`config.mk`:
```
export PLATFORM = sky130hd
export DESIGN_NAME = fifo_param_flat
export DESIGN_NICKNAME = d
export VERILOG_FILES = /design/src/rtl/fifo_param_if.sv /design/src/rtl/fifo_param.sv /design/src/flat_wrapper.sv
export SDC_FILE = /design/constraint.sdc
export NUM_CORES = 1
export LEC_CHECK = 0
export ABC_AREA = 1
export CORE_MARGIN = 5
export CORE_UTILIZATION = 35
export CTS_BUF_LIST = sky130_fd_sc_hd__clkbuf_16
export DETAILED_ROUTE_END_ITERATION = 6
export PLACE_DENSITY = 0.57
export SLEW_MARGIN = 20
export SYNTH_ARGS = -nofsm -noshare
export SYNTH_HDL_FRONTEND = slang
export SYNTH_SLANG_ARGS = --single-unit
```
`constraint.sdc`:
```
create_clock -name clk -period 5 [get_ports clk]
set_input_delay 1 -clock clk [delete_from_list [all_inputs] [get_ports clk]]
set_output_delay 1 -clock clk [all_outputs]
set_load 0.02 [all_outputs]
```
`src/rtl/fifo_param_if.sv`:
```
// fifo_param_if: write/read handshake, status and error-flag bundle for fifo_param.
// master is the FIFO user; slave is the FIFO itself.
interface fifo_param_if #(
   parameter int WIDTH = 8,
   parameter int DEPTH = 16
);
   logic                     wr_en;
   logic [WIDTH-1:0]         wr_data;
   logic                     rd_en;
   logic [WIDTH-1:0]         rd_data;
   logic                     rd_valid;
   logic                     full;
   logic                     empty;
   logic                     almost_full;
   logic                     almost_empty;
   logic [$clog2(DEPTH):0]   level;
   logic                     overflow;
   logic                     underflow;
   logic                     clr_err;
   modport master (
      output wr_en, wr_data, rd_en, clr_err,
      input  rd_data, rd_valid, full, empty, almost_full, almost_empty, level, overflow, underflow
   );
   modport slave (
      input  wr_en, wr_data, rd_en, clr_err,
      output rd_data, rd_valid, full, empty, almost_full, almost_empty, level, overflow, underflow
   );
endinterface

```
`src/rtl/fifo_param.sv`:
```
// fifo_param: synchronous FIFO with registered-read or first-word-fall-through output,
// threshold flags and sticky overflow/underflow.
module fifo_param #(
   parameter int WIDTH     = 8,
   parameter int DEPTH     = 16,
   parameter int AFULL_TH  = DEPTH - 2,
   parameter int AEMPTY_TH = 2,
   parameter int FWFT      = 0
) (
   input  logic clk,
   input  logic rst,
   fifo_param_if.slave f
);
   localparam int AW = $clog2(DEPTH);
   localparam int LW = AW + 1;
   localparam logic [LW-1:0] DEPTH_L = LW'(DEPTH);
   localparam logic [LW-1:0] AF_L    = LW'(AFULL_TH);
   localparam logic [LW-1:0] AE_L    = LW'(AEMPTY_TH);

   logic [WIDTH-1:0] mem [DEPTH];
   logic [AW-1:0]    wptr, rptr;
   logic [LW-1:0]    level;
   logic [WIDTH-1:0] rd_q;
   logic             rv_q, ovf, unf;
   logic             full, empty, wr_ok, rd_ok;

   assign full  = level == DEPTH_L;
   assign empty = level == '0;
   assign wr_ok = f.wr_en && !full;
   assign rd_ok = f.rd_en && !empty;

   always_ff @(posedge clk)
      if (wr_ok && !rst) mem[wptr] <= f.wr_data;

   always_ff @(posedge clk) begin
      if (rst) begin
         wptr  <= '0;
         rptr  <= '0;
         level <= '0;
         rd_q  <= '0;
         rv_q  <= 1'b0;
         ovf   <= 1'b0;
         unf   <= 1'b0;
      end else begin
         wptr  <= wptr + AW'(wr_ok);
         rptr  <= rptr + AW'(rd_ok);
         level <= level + LW'(wr_ok) - LW'(rd_ok);
         rv_q  <= rd_ok;
         if (rd_ok) rd_q <= mem[rptr];
         // a fresh error event outranks a same-cycle clear
         ovf   <= (f.wr_en && full) || (ovf && !f.clr_err);
         unf   <= (f.rd_en && empty) || (unf && !f.clr_err);
      end
   end

   // FWFT shows the head word combinationally; zero while nothing is held
   assign f.rd_data      = (FWFT != 0) ? (empty ? '0 : mem[rptr]) : rd_q;
   assign f.rd_valid     = (FWFT != 0) ? !empty : rv_q;
   assign f.full         = full;
   assign f.empty        = empty;
   assign f.almost_full  = level >= AF_L;
   assign f.almost_empty = level <= AE_L;
   assign f.level        = level;
   assign f.overflow     = ovf;
   assign f.underflow    = unf;
endmodule
```
`src/flat_wrapper.sv`:
```
// flat-port wrapper written by rule: the top's interface ports become plain ports
module fifo_param_flat 
#(
   parameter int WIDTH     = 8,
   parameter int DEPTH     = 16,
   parameter int AFULL_TH  = DEPTH - 2,
   parameter int AEMPTY_TH = 2,
   parameter int FWFT      = 0
)
  (clk, rst, f_wr_en, f_wr_data, f_rd_en, f_clr_err, f_rd_data, f_rd_valid, f_full, f_empty, f_almost_full, f_almost_empty, f_level, f_overflow, f_underflow);
  fifo_param_if #(.WIDTH(WIDTH), .DEPTH(DEPTH)) f_i ();
  input  logic clk;
  input  logic rst;
  input wire logic [$bits(f_i.wr_en)-1:0] f_wr_en;
  input wire logic [$bits(f_i.wr_data)-1:0] f_wr_data;
  input wire logic [$bits(f_i.rd_en)-1:0] f_rd_en;
  input wire logic [$bits(f_i.clr_err)-1:0] f_clr_err;
  output wire logic [$bits(f_i.rd_data)-1:0] f_rd_data;
  output wire logic [$bits(f_i.rd_valid)-1:0] f_rd_valid;
  output wire logic [$bits(f_i.full)-1:0] f_full;
  output wire logic [$bits(f_i.empty)-1:0] f_empty;
  output wire logic [$bits(f_i.almost_full)-1:0] f_almost_full;
  output wire logic [$bits(f_i.almost_empty)-1:0] f_almost_empty;
  output wire logic [$bits(f_i.level)-1:0] f_level;
  output wire logic [$bits(f_i.overflow)-1:0] f_overflow;
  output wire logic [$bits(f_i.underflow)-1:0] f_underflow;
  assign f_i.wr_en = f_wr_en;
  assign f_i.wr_data = f_wr_data;
  assign f_i.rd_en = f_rd_en;
  assign f_i.clr_err = f_clr_err;
  assign f_rd_data = f_i.rd_data;
  assign f_rd_valid = f_i.rd_valid;
  assign f_full = f_i.full;
  assign f_empty = f_i.empty;
  assign f_almost_full = f_i.almost_full;
  assign f_almost_empty = f_i.almost_empty;
  assign f_level = f_i.level;
  assign f_overflow = f_i.overflow;
  assign f_underflow = f_i.underflow;
  fifo_param #(.WIDTH(WIDTH), .DEPTH(DEPTH), .AFULL_TH(AFULL_TH), .AEMPTY_TH(AEMPTY_TH), .FWFT(FWFT)) u_core (.clk(clk), .rst(rst), .f(f_i));
endmodule
```
==> results by stage <==
Final layout:
- At the end of the flow, the number of nets in the layout was 723.
- The total inserted antenna cells is 0.
- In the final layout, the multi-input gates occupy between 0.0015 and 0.002 sq mm.
- The top cell types in the final layout, fill and taps aside, are 215 x sky130_fd_sc_hd__nand2_1, 128 x sky130_fd_sc_hd__edfxtp_1, 95 x sky130_fd_sc_hd__nand3_1.
- The area growth from synthesis to layout is 15.9%.
- The ratio of cells with drive above 1 in the final layout is slightly above 10%.
- Once layout is done, the placed cells without fillers occupy 0.00769 sq mm.
- In the final layout, flip-flops and latches occupy 0.00433 sq mm.
- The library cell used most frequently in the layout, excluding fill and tap cells, is sky130_fd_sc_hd__nand2_1.
- The layout filler cell count is approximately 1800.

Detailed routing:
- The detail route stage leaves a number of antenna-violating nets equal to 0.
- The number of iterations in the first detailed-routing pass is 5.
- The count of vias placed by the detailed router is 4461.
- The final routed wire length divided by cell count is between 15 and 20 um.
- In the routed layout, each cell is associated on average with a via count of about 4.7.
- The first routing iteration left 400 violations.
- The routed design has about 16 mm of wire.
- The number of remaining DRC errors is 0.

Placement:
- In this run the tool buffered the top-level ports with 32 buffer cells.
- The congestion estimate from routability-driven global placement came to between 0.8 and 0.9.
- After detailed placement, the total cell area comes to roughly 0.0071 sq mm.
- The half-perimeter wire length of the detailed placement result is ~10 mm.

Timing:
- The number of hold-slack violations in the final timing report was 0.
- On the final layout, the worst hold slack is between 0.4 and 0.5 ns.
- For the pin with the worst max-slew slack, the measured transition is 0.923 ns.
- Setup repair after global routing left no endpoint under its margin.
- The achievable frequency is between 0.3 and 0.4 GHz.
- The number of max-slew violations in the final report came to 0.
- The setup total negative slack is 0 ns.
- Between clock sinks in the finished design, the worst skew comes to around 0.0074 ns.
- The worst-case headroom to the max-slew limit is 38.3%.
- Setup violations remaining at the end of the flow were counted as 0.
- The final period demand of the worst path is slightly below 3 ns.
- In the finished design, the share of the clock period the worst path needs comes to between 50% and 60%.

Critical path:
- The largest individual stage delay along the critical path comes from the cell sky130_fd_sc_hd__clkdlybuf4s50_1.
- On the worst path, the slowest cell contributes a delay of 0.62 ns.
- Traced cell by cell, the critical path runs through inv_1, ha_1, nand3_1, o21ai_1, clkdlybuf4s50_1.
- The worst setup path is launched from a flip-flop.
- STA puts the critical path data required time at roughly 4 ns.
- The arrival time of the worst setup path is roughly 2.0 ns.
- The type of the setup path with the least slack is reg -> out.
- The endpoint kind of the worst setup timing path is a primary output.
- The worst-path maximum fanout is 4.
- The reg-to-reg setup timing slack is 2.42 ns.

Synthesis:
- The number of synthesis warnings is 0.
- For this run, the register share of the synthesized area comes to about two thirds.
- The number of storage elements in the synthesis netlist is about 150.
- The cell count after synthesis is between 600 and 700.
- The number of nets in the synthesized netlist is 697.
- The netlist area before placement is approximately 0.0066 sq mm.
- Counting distinct cell types in the post-synthesis netlist gives 23.
- The average instance in the mapped netlist occupies 9.89 sq um.

GRT:
- The first global-routing pass estimated approximately 24 mm of wire.
- The leftover overflow at the end of global routing is 0.
- The initial antenna violation count is 0.
- The maximum number of pins on one net before global-route repair is between 60 and 70.
- The aggregate global-route resource usage is 14.9%.
- The number of global-route vias before repair is 4338.

Floorplan:
- The top-level I/O count is 33.
- The site row count is 50.
- The die outline area is approximately 0.022 sq mm.
- The starting utilization of the core area is between 30 and 40%.
- The floorplan die height is around 150 um.
- The floorplan step set the die width to approximately 150 um.
- The area of the core is approximately 0.019 sq mm.

Clock tree:
- TritonCTS built the clock tree.
- The number of H-tree branching levels is 4.
- Once the clock tree was built, the setup fixing pass inserted 0 buffers.
- The root buffer selected by CTS is sky130_fd_sc_hd__clkbuf_16.
- In this run, post-CTS hold repair placed 0 buffers.
- The deepest clock path buffer count is 2.
- Clock-pin slew was measured on the worst setup and hold paths at roughly 0.060 ns.
- Post-CTS repair changed the size of 0 cells.
- The clock latency reported for the late side of the worst-skew pair is 0.42 ns.
- TritonCTS created 17 clock buffers.
- The clock drives approximately 150 sinks.

Status:
- The flow ran to the end, and the final reports show no timing, DRC or antenna violations.

Power and ir drop:
- The static leakage power is 3.14 nW.
- The worst IR drop on VDD is around 260 uV.
- The power density relative to cell area is approximately 470 mW/mm^2.

Hold path:
- The min-delay analysis places its worst path in the category reg -> reg.

Job:
- The max-capacitance violation count is 0.
[per-layer routing]
metal / global-route usage, % / vias up / part of all wire, %
li1: - / 2214 / -
met4: 5.96 / 0 / 2.4
met5: 0 / - / 0
met1: 18.8 / 2104 / 43
met2: 24.7 / 121 / 49
met3: 3.62 / 22 / 4.9
[per-stage QoR]
step                      utilization, %  power (mW)  setup WS, ns  std cells
after floorplan                        -        2.07          2.55        671
after global placement              37.9        2.35          1.78        912
after detailed placement            37.9        2.35          1.73        912
after CTS                           41.1        3.64          2.02        943
after global routing                41.1        3.80          1.91        943
final                               41.1        3.62          2.05        943
[sequential cells by signal (all words and copies together), names as in the netlist]
register,cells
u_core.f.overflow,1
u_core.f.level,5
u_core.f.rd_valid,1
u_core.wptr,4
u_core.f.rd_data,8
u_core.mem,128
u_core.rptr,4
u_core.f.underflow,1
[kinds of logic (layout without fill, tap and decap cells)]
| kind of cell | Yosys count | after routing | synth area share, % |
|---|---|---|---|
| adder cells (fa/ha/maj) | 13 | 13 | 2.56 |
| XOR/XNOR | 2 | 2 | 0.264 |
| AO/OA/AOI/OAI | 18 | 18 | 1.39 |
| flip-flops | 152 | 152 | 65.1 |
| AND/OR/NAND/NOR | 357 | 357 | 22.2 |
| buffers and inverters | 129 | 167 | 8.41 |
[area by class of cell]
| cell class | count | share of cell area, % |
|---|---|---|
| Clock buffer | 17 | 5.53 |
| Clock inverter | 14 | 2.21 |
| Inverter | 101 | 4.94 |
| Multi-Input combinational cell | 390 | 22.8 |
| Sequential cell | 152 | 56.2 |
| Tap cell | 234 | 3.81 |
| Timing Repair Buffer | 35 | 4.46 |
[final timing paths]
check,from,endpoint,depth (start not counted)
min,u_core.f.underflow,u_core.f.underflow,2
min reg2reg,u_core.f.underflow,u_core.f.underflow,2
max,u_core.f.level[2],f_almost_empty,5
max reg2reg,u_core.f.level[2],u_core.f.level[4],13
[worst max-delay path, delay by kind of cell (launching register included)]
family / cells / cell delay [ns]
compound gates: 1 / 0.14
fa+ha+maj: 1 / 0.22
buf+inv: 2 / 0.73
flops: 1 / 0.35
simple gates: 1 / 0.09
[where the power goes]
group	switching (mW)	total, mW	internal [mW]
sequential	0.0509	1.49	1.44
clock	0.506	1.29	0.785
combinational	0.553	0.840	0.286
[Yosys cell counts]
master / n / share of area, %
sky130_fd_sc_hd__buf_4: 2 / 0.23
sky130_fd_sc_hd__nand3_1: 95 / 7.2
sky130_fd_sc_hd__inv_2: 36 / 2.0
sky130_fd_sc_hd__fa_1: 1 / 0.30
sky130_fd_sc_hd__clkbuf_1: 3 / 0.17
sky130_fd_sc_hd__o31ai_1: 1 / 0.11
sky130_fd_sc_hd__clkinv_1: 7 / 0.40
sky130_fd_sc_hd__a21oi_1: 9 / 0.68
sky130_fd_sc_hd__o21ai_1: 6 / 0.45
sky130_fd_sc_hd__nor2_1: 43 / 2.4
sky130_fd_sc_hd__inv_1: 58 / 3.3
sky130_fd_sc_hd__nand2_2: 1 / 0.094
sky130_fd_sc_hd__dfxtp_1: 24 / 7.2
sky130_fd_sc_hd__buf_6: 6 / 1.0
sky130_fd_sc_hd__ha_1: 12 / 2.3
sky130_fd_sc_hd__xnor2_1: 2 / 0.26
sky130_fd_sc_hd__nand2_1: 215 / 12
sky130_fd_sc_hd__nand4_2: 1 / 0.19
sky130_fd_sc_hd__buf_2: 17 / 1.3
sky130_fd_sc_hd__nor2_2: 1 / 0.094
sky130_fd_sc_hd__o21ai_0: 2 / 0.15
sky130_fd_sc_hd__edfxtp_1: 128 / 58
sky130_fd_sc_hd__nand4_1: 1 / 0.094
Note: power is estimated with default switching activity, not from simulation.
